### src/rtl/imem_arbiter.sv
// imem_arbiter: zero-fills a single-ported memory after reset, then shares it
// between a read-only fetch port and a read/write loader port, round-robin.
module imem_arbiter #(
    parameter int AW = 5,
    parameter int DW = 32
) (
    input  logic          clk,
    input  logic          reset,
    input  logic          a_req,
    input  logic [AW-1:0] a_addr,
    output logic          a_gnt,
    output logic          a_rvalid,
    output logic [DW-1:0] a_rdata,
    input  logic          b_req,
    input  logic          b_we,
    input  logic [AW-1:0] b_addr,
    input  logic [DW-1:0] b_wdata,
    output logic          b_gnt,
    output logic          b_rvalid,
    output logic [DW-1:0] b_rdata,
    output logic [AW-1:0] mem_addr,
    output logic [DW-1:0] mem_din,
    output logic          mem_rd,
    output logic          mem_wr,
    input  logic [DW-1:0] mem_dout,
    output logic          init_done
);
    typedef enum logic [1:0] {INIT, IDLE, ACCESS} state_t;
    state_t state, state_nxt;
    logic [AW-1:0] cnt;
    logic last_b, owner_b, rd_done;
    always_comb begin
        a_gnt = (state != INIT) && a_req && (!b_req || last_b);
        b_gnt = (state != INIT) && b_req && !a_gnt;
        state_nxt = (state == INIT) ? (&cnt ? IDLE : INIT) : ((a_gnt || b_gnt) ? ACCESS : IDLE);
        rd_done = (state == ACCESS) && mem_rd;
    end
    always_ff @(posedge clk) begin
        if (reset) begin
            state     <= INIT;
            cnt       <= '0;
            last_b    <= 1'b1;
            owner_b   <= 1'b0;
            init_done <= 1'b0;
            a_rvalid  <= 1'b0;
            b_rvalid  <= 1'b0;
            a_rdata   <= '0;
            b_rdata   <= '0;
            mem_addr  <= '0;
            mem_din   <= '0;
            mem_rd    <= 1'b0;
            mem_wr    <= 1'b0;
        end else begin
            state    <= state_nxt;
            a_rvalid <= rd_done && !owner_b;
            b_rvalid <= rd_done && owner_b;
            if (rd_done && !owner_b) a_rdata <= mem_dout;
            if (rd_done && owner_b) b_rdata <= mem_dout;
            // sweep writes the address the counter holds, so addr 31 lands on the last INIT edge
            if (state == INIT) begin
                cnt      <= cnt + AW'(1);
                mem_addr <= cnt;
                mem_din  <= '0;
                mem_wr   <= 1'b1;
                mem_rd   <= 1'b0;
                if (&cnt) init_done <= 1'b1;
            end else if (a_gnt) begin
                mem_addr <= a_addr;
                mem_rd   <= 1'b1;
                mem_wr   <= 1'b0;
                owner_b  <= 1'b0;
                last_b   <= 1'b0;
            end else if (b_gnt) begin
                mem_addr <= b_addr;
                mem_din  <= b_wdata;
                mem_rd   <= !b_we;
                mem_wr   <= b_we;
                owner_b  <= 1'b1;
                last_b   <= 1'b1;
            end else begin
                mem_rd <= 1'b0;
                mem_wr <= 1'b0;
            end
        end
    end
endmodule

### config.mk
export PLATFORM = sky130hd
export DESIGN_NAME = imem_arbiter
export DESIGN_NICKNAME = d
export VERILOG_FILES = /design/src/rtl/imem_arbiter.sv
export SDC_FILE = /design/constraint.sdc
export NUM_CORES = 1
export LEC_CHECK = 0
export CAP_MARGIN = 20
export CORE_AREA = 2 2 113 115
export DETAILED_ROUTE_END_ITERATION = 7
export DIE_AREA = 0 0 115 117
export MAX_ROUTING_LAYER = met4
export PLACE_DENSITY = 0.66
export SETUP_SLACK_MARGIN = 0.5
export SYNTH_ARGS = -nofsm -noshare
export SYNTH_HDL_FRONTEND = slang
export SYNTH_SLANG_ARGS = --single-unit
### constraint.sdc
create_clock -name clk -period 1.66 [get_ports clk]
set_clock_uncertainty 0.1 [all_clocks]
set_input_delay 0.332 -clock clk [delete_from_list [all_inputs] [get_ports clk]]
set_output_delay 0.332 -clock clk [all_outputs]
set_load 0.01 [all_outputs]
==> flow_summary.json, run 1 <==
{
  "status": "complete, no violations",
  "crit_fanout": 3,
  "holdBufCountCts": 0,
  "path_clk_slew_ns": 0.05,
  "ios": 187,
  "clkLatencyLatePin_ns": 0.41,
  "wirelength_mm": 18.95,
  "dieArea_mm2": 0.01346,
  "syn_area_mm2": 0.004168,
  "critPathKind": "reg2out",
  "final-setup-viol-count": 0,
  "fin_cells": 944,
  "drt_iter0_drc": 320,
  "ir_drop_mv": 0.5678,
  "min_period_over_period": 0.9642,
  "synth_seq_cells": 115,
  "fmax_mhz": 624.8,
  "hold_path_class": "in2reg",
  "nNetsFinal": 862,
  "timing.rr.end": "a_rdata[30]$_SDFFE_PP0P_",
  "crit_required_ns": 1.23,
  "finalMaxSlewViolations": 0,
  "cap_violations": 0,
  "r2r-start": "state[1]$_SDFF_PP0_",
  "grt_antenna_before_repair": 0,
  "cts_sinks": 115,
  "slew_headroom": 0.7141,
  "gp_congestion": 0.8166,
  "top_layer": "met4",
  "start_util": 0.3385,
  "cts_buffers": 17,
  "rows": 41,
  "grt_pass1_wl_mm": 22.86,
  "synth_top_area_cell": "dfxtp_1",
  "route.met2.wl_mm": 9.882,
  "dpl.hpwl_mm": 8.769,
  "arrival_ns": 1.17,
  "cts.htree.levels": 4,
  "io_buffers": 186,
  "coreArea_mm2": 0.01231,
  "p_leak_nw": 3.924,
  "min_from": "reset",
  "grt_use_total": 0.2346,
  "ys.flop_type": "dfxtp_1",
  "min_path_cells": 4,
  "synth_top_cell_area_share": 0.5524,
  "layout-drive-gt1-share": 0.6952,
  "ant_nets": 0,
  "synth_edf_count": 0,
  "syn_inst": 518,
  "met1_length_mm": 7.053,
  "async_reset_ff_frac": 0,
  "worst_pin_slew_ns": 0.4288,
  "die_w_um": 115,
  "cellPowerDensity_mw_per_mm2": 783.4,
  "yosysMostFrequentCell": "nand2_1",
  "ys_seq_area_frac": 0.5524,
  "yosys-top-cells-count": "197 x nand2_1, 115 x dfxtp_1, 101 x a21oi_1",
  "met3_length_mm": 1.484,
  "die_h_um": 117,
  "min_to": "state[1]$_SDFF_PP0_",
  "crit_path_end_kind": "output port",
  "avgSynthCellArea_um2": 8.046,
  "cts-root-buf": "clkbuf_16",
  "area_growth_pct": 126.6,
  "rsz0062_at_grt": "yes",
  "cp-start-kind": "register",
  "drc": 0,
  "via_per_inst": 5.189,
  "cts_tree": "yes",
  "ff2ff_path_depth": 7,
  "total_power_w": 0.007399,
  "wl_per_cell_um": 20.07,
  "antenna_cells": 0,
  "drt_pass1_iterations": 7,
  "synthesis.nets": 599,
  "clock_tree.buffer_depth": 2,
  "vias": 4898,
  "grt_max_degree": 62,
  "ys_warn_count": 0,
  "timing.final.hold_violations": 0,
  "grt_pass1_vias": 4406,
  "place_inst": 838,
  "ys_types": 34,
  "reg2reg_slack_ns": 0.07,
  "synth_area_leaders": "dfxtp_1 55%, nand2_1 18%, a21oi_1 12%, buf_2 2.3%, clkbuf_1 1.4%",
  "globalRouteOverflowTotal": 0,
  "fin_crit_ns": 1.601
}
-- repair_timing --
item,CTS,global route
endpoints found under the setup margin,220,222
gates resized for setup,703,265
cloned,16,5
pin swaps,26,123
buffers inserted,21,32
-- logic make-up (layout without fill, tap and decap cells) --
family / Yosys count / after routing / share of synthesized area
xor+xnor: 2 / 2 / 0.004204
simple gates: 233 / 233 / 0.2261
flops: 115 / 115 / 0.5524
mux: 1 / 1 / 0.002402
compound gates: 119 / 119 / 0.1546
fa+ha+maj: 2 / 2 / 0.006003
buf+inv: 46 / 322 / 0.05434
-- routing by layer --
metal	vias to the layer above	global-route usage
li1	2233	-
met1	2384	0.2566
met2	236	0.3918
met3	45	0.07827
met4	0	0.1012
met5	-	-
-- sequential cells by signal, summed over array words and instances (netlist names) --
register	cells
a_rdata	32
last_b	1
mem_rd	1
state	2
b_rvalid	1
mem_din	32
cnt	5
b_rdata	32
init_done	1
owner_b	1
a_rvalid	1
mem_addr	5
mem_wr	1
-- power by group --
group | switching, W | internal, W | total (W)
logic | 0.000238 | 0.000287 | 0.000525
registers | 0.0000135 | 0.00277 | 0.00278
clock network | 0.00128 | 0.00282 | 0.00409
total | 0.00153 | 0.00587 | 0.00740
-- final cells by class --
type,count,area (um2)
clock buffer,23,488.0
timing repair buffer,285,3402
fill,754,2868
tap,150,187.7
sequential,115,2451
inverter,5,18.77
clock inverter,9,173.9
multi-input combinational,357,2723
-- how the worst max path moves through the flow --
stage / endpoint / startpoint / slack, ns
floorplan: b_gnt / b_req / 0.24
global placement: b_gnt / b_req / -0.49
detailed placement: b_gnt / b_req / -0.50
CTS: a_gnt / last_b$_SDFFE_PP1P_ / 0.01
global route: a_rdata[30]$_SDFFE_PP0P_ / state[1]$_SDFF_PP0_ / 0.005
finish: b_gnt / last_b$_SDFFE_PP1P_ / 0.06
-- metrics by stage --
step / setup TNS [ns] / cell area [um2] / worst slack [ns] / utilization / hold slack (ns)
detailed placement: -11.14 / 6365 / -0.4981 / 0.5170 / 0.3466
global route: 0 / 9444 / 0.005359 / 0.7671 / 0.3301
CTS: 0 / 8109 / 0.01149 / 0.6586 / 0.2954
finish: 0 / 9444 / 0.05939 / 0.7671 / 0.3393
floorplan: 0 / 4369 / 0.2378 / - / 0.3663
global placement: -9.833 / 6365 / -0.4900 / 0.5170 / 0.3412
-- layout by cell type (no fill, tap or decap), drive strengths merged, types with 2 or more instances in the layout --
cell type and n:
nand3b 5, xnor2 2, ha 2, clkinv 4
a22o 5, nand2 197, a211oi 5, o21ai 2
nand2b 2, bufinv 5, dlygate4sd2 2, dfxtp 115
inv 5, a21oi 101, clkdlybuf4s50 75, nor2 15
clkbuf 29, nor3 5, buf 202
-- critical path, stage by stage (launching register included) --
cell and delay, ns:
dfxtp_2 0.34, a21bo_4 0.23, nor2_4 0.09, buf_6 0.11
Power figures use the tool's default switching activity.
==> inputs of run 2 (changes only) <==
- clock period: 1.66 -> 2 ns (I/O delays scaled with it)
==> run 2 against run 1 <==
Utilization fell by 22 points. Sequential share of layout area rose by 8.7 points. Die area did not move. Clock power fell by 17%. Critical path depth rose by 1. Register-to-register slack improved by 0.48 ns. Combinational power fell by 43%. Non-clock buffer count fell by 69. Critical path type unchanged. Highest routed layer unchanged.
==> flow_summary.json, run 2 (synthesized netlist as in run 1, its figures left out) <==
{
  "finalWorstSetupSlack_ns": 0.3128,
  "drc": 0,
  "crit_required_ns": 1.50,
  "timing.final.hold_violations": 0,
  "wirelength_mm": 12.89,
  "die_w_um": 115,
  "grt_pass1_wl_mm": 19.31,
  "reg2reg_slack_ns": 0.55,
  "ios": 187,
  "path_depth": 4,
  "gp_congestion": 0.8055,
  "grt_max_degree": 50,
  "vias": 4169,
  "nNetsFinal": 793,
  "crit_family": "flip-flops",
  "cap_violations": 0,
  "cts.htree.levels": 4,
  "fin_crit_ns": 1.687,
  "cp_num_buf_inv": 1,
  "min_period_over_period": 0.8436,
  "holdBufCountCts": 0,
  "clkLatencyLatePin_ns": 0.40,
  "min_to": "state[0]$_SDFF_PP0_",
  "crit_fanout": 3,
  "rsz0062_at_grt": "yes",
  "critPathMaxStageDelay_ns": 0.36,
  "drt_iter0_drc": 229,
  "post-place-ws_ns": -0.2873,
  "cts-root-buf": "clkbuf_16",
  "r2r-start": "state[1]$_SDFF_PP0_",
  "hold_path_class": "in2reg",
  "final_util": 0.5428,
  "antenna_cells": 0,
  "worst_pin_slew_ns": 0.5553,
  "p_leak_nw": 2.642,
  "layout_common_cells": "195 x nand2_1, 106 x dfxtp_1, 97 x a21oi_1",
  "fmax_mhz": 592.7,
  "grt_use_total": 0.1905,
  "final-setup-viol-count": 0,
  "area_growth_pct": 60.34,
  "ir_drop_mv": 0.4934,
  "coreArea_mm2": 0.01231,
  "wl_per_cell_um": 14.73,
  "crit_start": "last_b$_SDFFE_PP1P_",
  "via_per_inst": 4.765,
  "fin_setup_tns_ns": 0,
  "dpl.hpwl_mm": 8.487,
  "crit_path_end_kind": "output port",
  "grt_pass1_vias": 3946,
  "cp_slowest_cell": "dfxtp_4",
  "cts_buffers": 17,
  "start_util": 0.3385,
  "internal_power_w": 0.004851,
  "globalRouteOverflowTotal": 0,
  "clkPwrFrac": 0.565,
  "crit_chain": "nand2b_4 -> nand2_2 -> nor2_1 -> buf_2",
  "sw_frac_of_total": 0.1914,
  "finalInstanceArea_mm2": 0.006683,
  "cp-start-kind": "register",
  "layout-drive-gt1-share": 0.2621,
  "io_buffers": 186,
  "final_common_cell": "nand2_1",
  "cts_tree": "yes",
  "rows": 41,
  "postPlaceCellArea_mm2": 0.006212,
  "p_comb_frac": 0.050,
  "ant_nets": 0,
  "min_path_cells": 2,
  "clock_tree.buffer_depth": 2,
  "finalMaxSlewViolations": 0,
  "arrival_ns": 1.19,
  "reg_top3": "a_rdata: 32 flops, b_rdata: 32 flops, mem_din: 32 flops",
  "drt_pass1_iterations": 4,
  "critPathKind": "reg2out",
  "die_h_um": 117,
  "path_clk_slew_ns": 0.05,
  "ff2ff_path_depth": 4,
  "slew_headroom": 0.6298,
  "cts_sinks": 115,
  "min_from": "reset",
  "cellPowerDensity_mw_per_mm2": 897.7,
  "total_power_w": 0.005999,
  "switching_power_w": 0.001148,
  "status": "complete, no violations",
  "fillers": 1172,
  "dieArea_mm2": 0.01346,
  "timing.rr.end": "mem_din[18]$_SDFFE_PP0P_",
  "seqPwrFrac": 0.385,
  "grt_antenna_before_repair": 0
}
[run 2: cell types whose count changed in the layout (fill, tap and decap cells not counted), sizes merged]
cell,before,now
clkdlybuf4s15,0,21
clkinv,4,3
clkbuf,29,66
buf,202,75
clkinvlp,0,1
[run 2: final cells by class]
type / count / area [um2] / share of cell area
clock inverters: 9 / 172.7 / 0.02584
flip-flops and latches: 115 / 2316 / 0.3466
multi-input cells: 357 / 1725 / 0.2582
inverters: 5 / 18.77 / 0.002808
well taps: 150 / 187.7 / 0.02808
clock buffers: 23 / 498.0 / 0.07452
repair buffers: 216 / 1764 / 0.2640
[run 2: per-stage QoR]
step,instances,hold WS (ns)
final,875,0.2314
after global routing,875,0.2461
after CTS,870,0.2125
after detailed placement,835,0.3455
after global placement,835,0.3415
after floorplan,518,0.3653
[run 2: power groups by stage]
stage | clock (W) | combinational (W) | sequential, W
after floorplan | 0 | 0.0000935 | 0.00236
after global placement | 0 | 0.000294 | 0.00236
after detailed placement | 0 | 0.000295 | 0.00236
after CTS | 0.00345 | 0.000297 | 0.00231
after global routing | 0.00354 | 0.000322 | 0.00231
final | 0.00339 | 0.000299 | 0.00231
[run 2: metal layers]
| layer | wire length, um | up-vias | GRT usage |
|---|---|---|---|
| met1 | 5572 | 1909 | 0.2208 |
| li1 | - | 2086 | - |
| met5 | 0 | - | - |
| met2 | 5985 | 156 | 0.3035 |
| met4 | 178 | 0 | 0.07631 |
| met3 | 1155 | 18 | 0.06643 |
[run 2: timing repair]
item / CTS / global route
gates resized for setup: 300 / 102
cloned: 0 / 3
setup buffers: 3 / 2
hold endpoints to repair: 0 / 0
setup endpoints to repair: 181 / 149
pin swaps: 3 / 3
[run 2: worst max path at each step]
stage	slack, ns	to
floorplan	0.44	b_gnt
global placement	-0.29	b_gnt
detailed placement	-0.29	a_gnt
CTS	0.26	a_gnt
global route	0.27	a_gnt
finish	0.31	a_gnt
[run 2: worst register-to-register path, cell delays in order (launching register included)]
cell and delay [ns]:
dfxtp_2 0.33, buf_4 0.16, o21bai_2 0.37, buf_4 0.31, a21oi_1 0.07
==> inputs of run 3 (changes only) <==
- clock period: 2 -> 1.7 ns (I/O delays scaled with it)
==> run 3 against run 2 <==
Setup slack got worse by 0.25 ns. Clock-buffer cell count rose by 1. Cell count rose by 3.4%. Critical path type unchanged. Final area rose by 33%. Sequential power rose by 18%.
==> flow_summary.json, run 3 (synthesized netlist as in run 1, its figures left out) <==
{
  "cts.htree.levels": 4,
  "crit_fanout": 3,
  "cp-start-kind": "register",
  "clkLatencyLatePin_ns": 0.41,
  "status": "complete, no violations",
  "io_buffers": 186,
  "p_leak_nw": 3.791,
  "internal_power_w": 0.005069,
  "path_clk_slew_ns": 0.05,
  "layout_common_cells": "118 x buf_6, 107 x dfxtp_2, 106 x nand2_1",
  "switching_power_w": 0.001456,
  "dpl.hpwl_mm": 8.668,
  "wirelength_mm": 17.37,
  "area_growth_pct": 113.1,
  "ir_drop_mv": 0.6067,
  "timing.final.hold_violations": 0,
  "die_h_um": 117,
  "drt_iter0_drc": 230,
  "rows": 41,
  "fin_hold_ws_ns": 0.3568,
  "post-place-ws_ns": -0.5420,
  "vias": 4611,
  "finalMaxSlewViolations": 0,
  "cap_violations": 0,
  "start_util": 0.3385,
  "die_w_um": 115,
  "grt_antenna_before_repair": 0,
  "finalWorstSetupSlack_ns": 0.06075,
  "ant_nets": 0,
  "fin_crit_ns": 1.639,
  "fin_cells": 905,
  "antenna_cells": 0,
  "p_comb_frac": 0.081,
  "cts_buffers": 17,
  "arrival_ns": 1.20,
  "cts_tree": "yes",
  "hold_path_class": "reg2reg",
  "coreArea_mm2": 0.01231,
  "reg_top3": "a_rdata: 32 flops, b_rdata: 32 flops, mem_din: 32 flops",
  "dieArea_mm2": 0.01346,
  "clkPwrFrac": 0.503,
  "place_inst": 830,
  "crit_required_ns": 1.26,
  "ios": 187,
  "layout-drive-gt1-share": 0.6768,
  "grt_use_total": 0.2139,
  "drc": 0,
  "seqPwrFrac": 0.417,
  "cellPowerDensity_mw_per_mm2": 734.7,
  "critPathKind": "reg2out",
  "grt_max_degree": 78,
  "cts_sinks": 115,
  "wl_per_cell_um": 19.19,
  "grt_pass1_vias": 4320,
  "globalRouteOverflowTotal": 0,
  "fmax_mhz": 610.0,
  "crit_path_end_kind": "output port",
  "final_common_cell": "buf_6",
  "via_per_inst": 5.095,
  "min_period_over_period": 0.9643,
  "rsz0062_at_grt": "yes",
  "slew_headroom": 0.6552,
  "gp_congestion": 0.8109,
  "drt_pass1_iterations": 4,
  "grt_pass1_wl_mm": 21.40,
  "clock_tree.buffer_depth": 2,
  "nNetsFinal": 825,
  "cts-root-buf": "clkbuf_16",
  "sw_frac_of_total": 0.2232,
  "worst_pin_slew_ns": 0.5172,
  "final-setup-viol-count": 0
}
## run 3: power groups by stage
stage	Sequential [W]	Clock, W	Combinational, W
CTS	0.00272	0.00332	0.000397
finish	0.00272	0.00328	0.000526
global route	0.00272	0.00344	0.000552
global placement	0.00278	0	0.000347
detailed placement	0.00278	0	0.000347
floorplan	0.00278	0	0.000120
## run 3: per-stage QoR
step / total power, W / instance area, um2 / utilization / TNS (ns)
finish: 0.006525 / 8881 / 0.7213 / 0
global placement: 0.003124 / 6307 / 0.5123 / -11.75
CTS: 0.006434 / 7432 / 0.6037 / 0
floorplan: 0.002897 / 4362 / - / 0
detailed placement: 0.003124 / 6307 / 0.5123 / -11.73
global route: 0.006713 / 8881 / 0.7213 / 0
## run 3: per-layer routing
metal | GRT usage | part of all wire
met1 | 0.2382 | 0.38
met2 | 0.3514 | 0.52
met3 | 0.07878 | 0.083
met4 | 0.08193 | 0.016
met5 | - | 0
## run 3: critical path, cell delays in order, from the launching register on
cell     delay, ns
dfxtp_2       0.32
a21bo_1       0.20
nor2_4        0.15
buf_6         0.12
## run 3: timing repair
action / 4_1_cts / 5_1_grt
setup endpoints to repair: 221 / 220
gates cloned: 4 / 12
pin swaps: 17 / 166
hold buffers: 0 / 0
resized for setup: 680 / 275
buffers inserted: 12 / 17
## run 3: path summary, 6_finish.rpt
kind / from / to / slack (ns) / cells after the start
hold reg to reg: mem_din[13]$_SDFFE_PP0P_ / mem_din[13]$_SDFFE_PP0P_ / 0.36 / 2
hold / removal: mem_din[13]$_SDFFE_PP0P_ / mem_din[13]$_SDFFE_PP0P_ / 0.36 / 2
setup / recovery: last_b$_SDFFE_PP1P_ / b_gnt / 0.06 / 3
setup reg to reg: state[0]$_SDFF_PP0_ / a_rdata[18]$_SDFFE_PP0P_ / 0.16 / 6
## run 3: cell type report
| class | count | area, um2 |
|---|---|---|
| clock inverters | 6 | 55.05 |
| clock buffers | 24 | 481.7 |
| inverters | 5 | 18.77 |
| multi-input cells | 357 | 2788 |
| fillers | 780 | 3431 |
| flip-flops and latches | 115 | 2447 |
| repair buffers | 248 | 2903 |
| well taps | 150 | 187.7 |
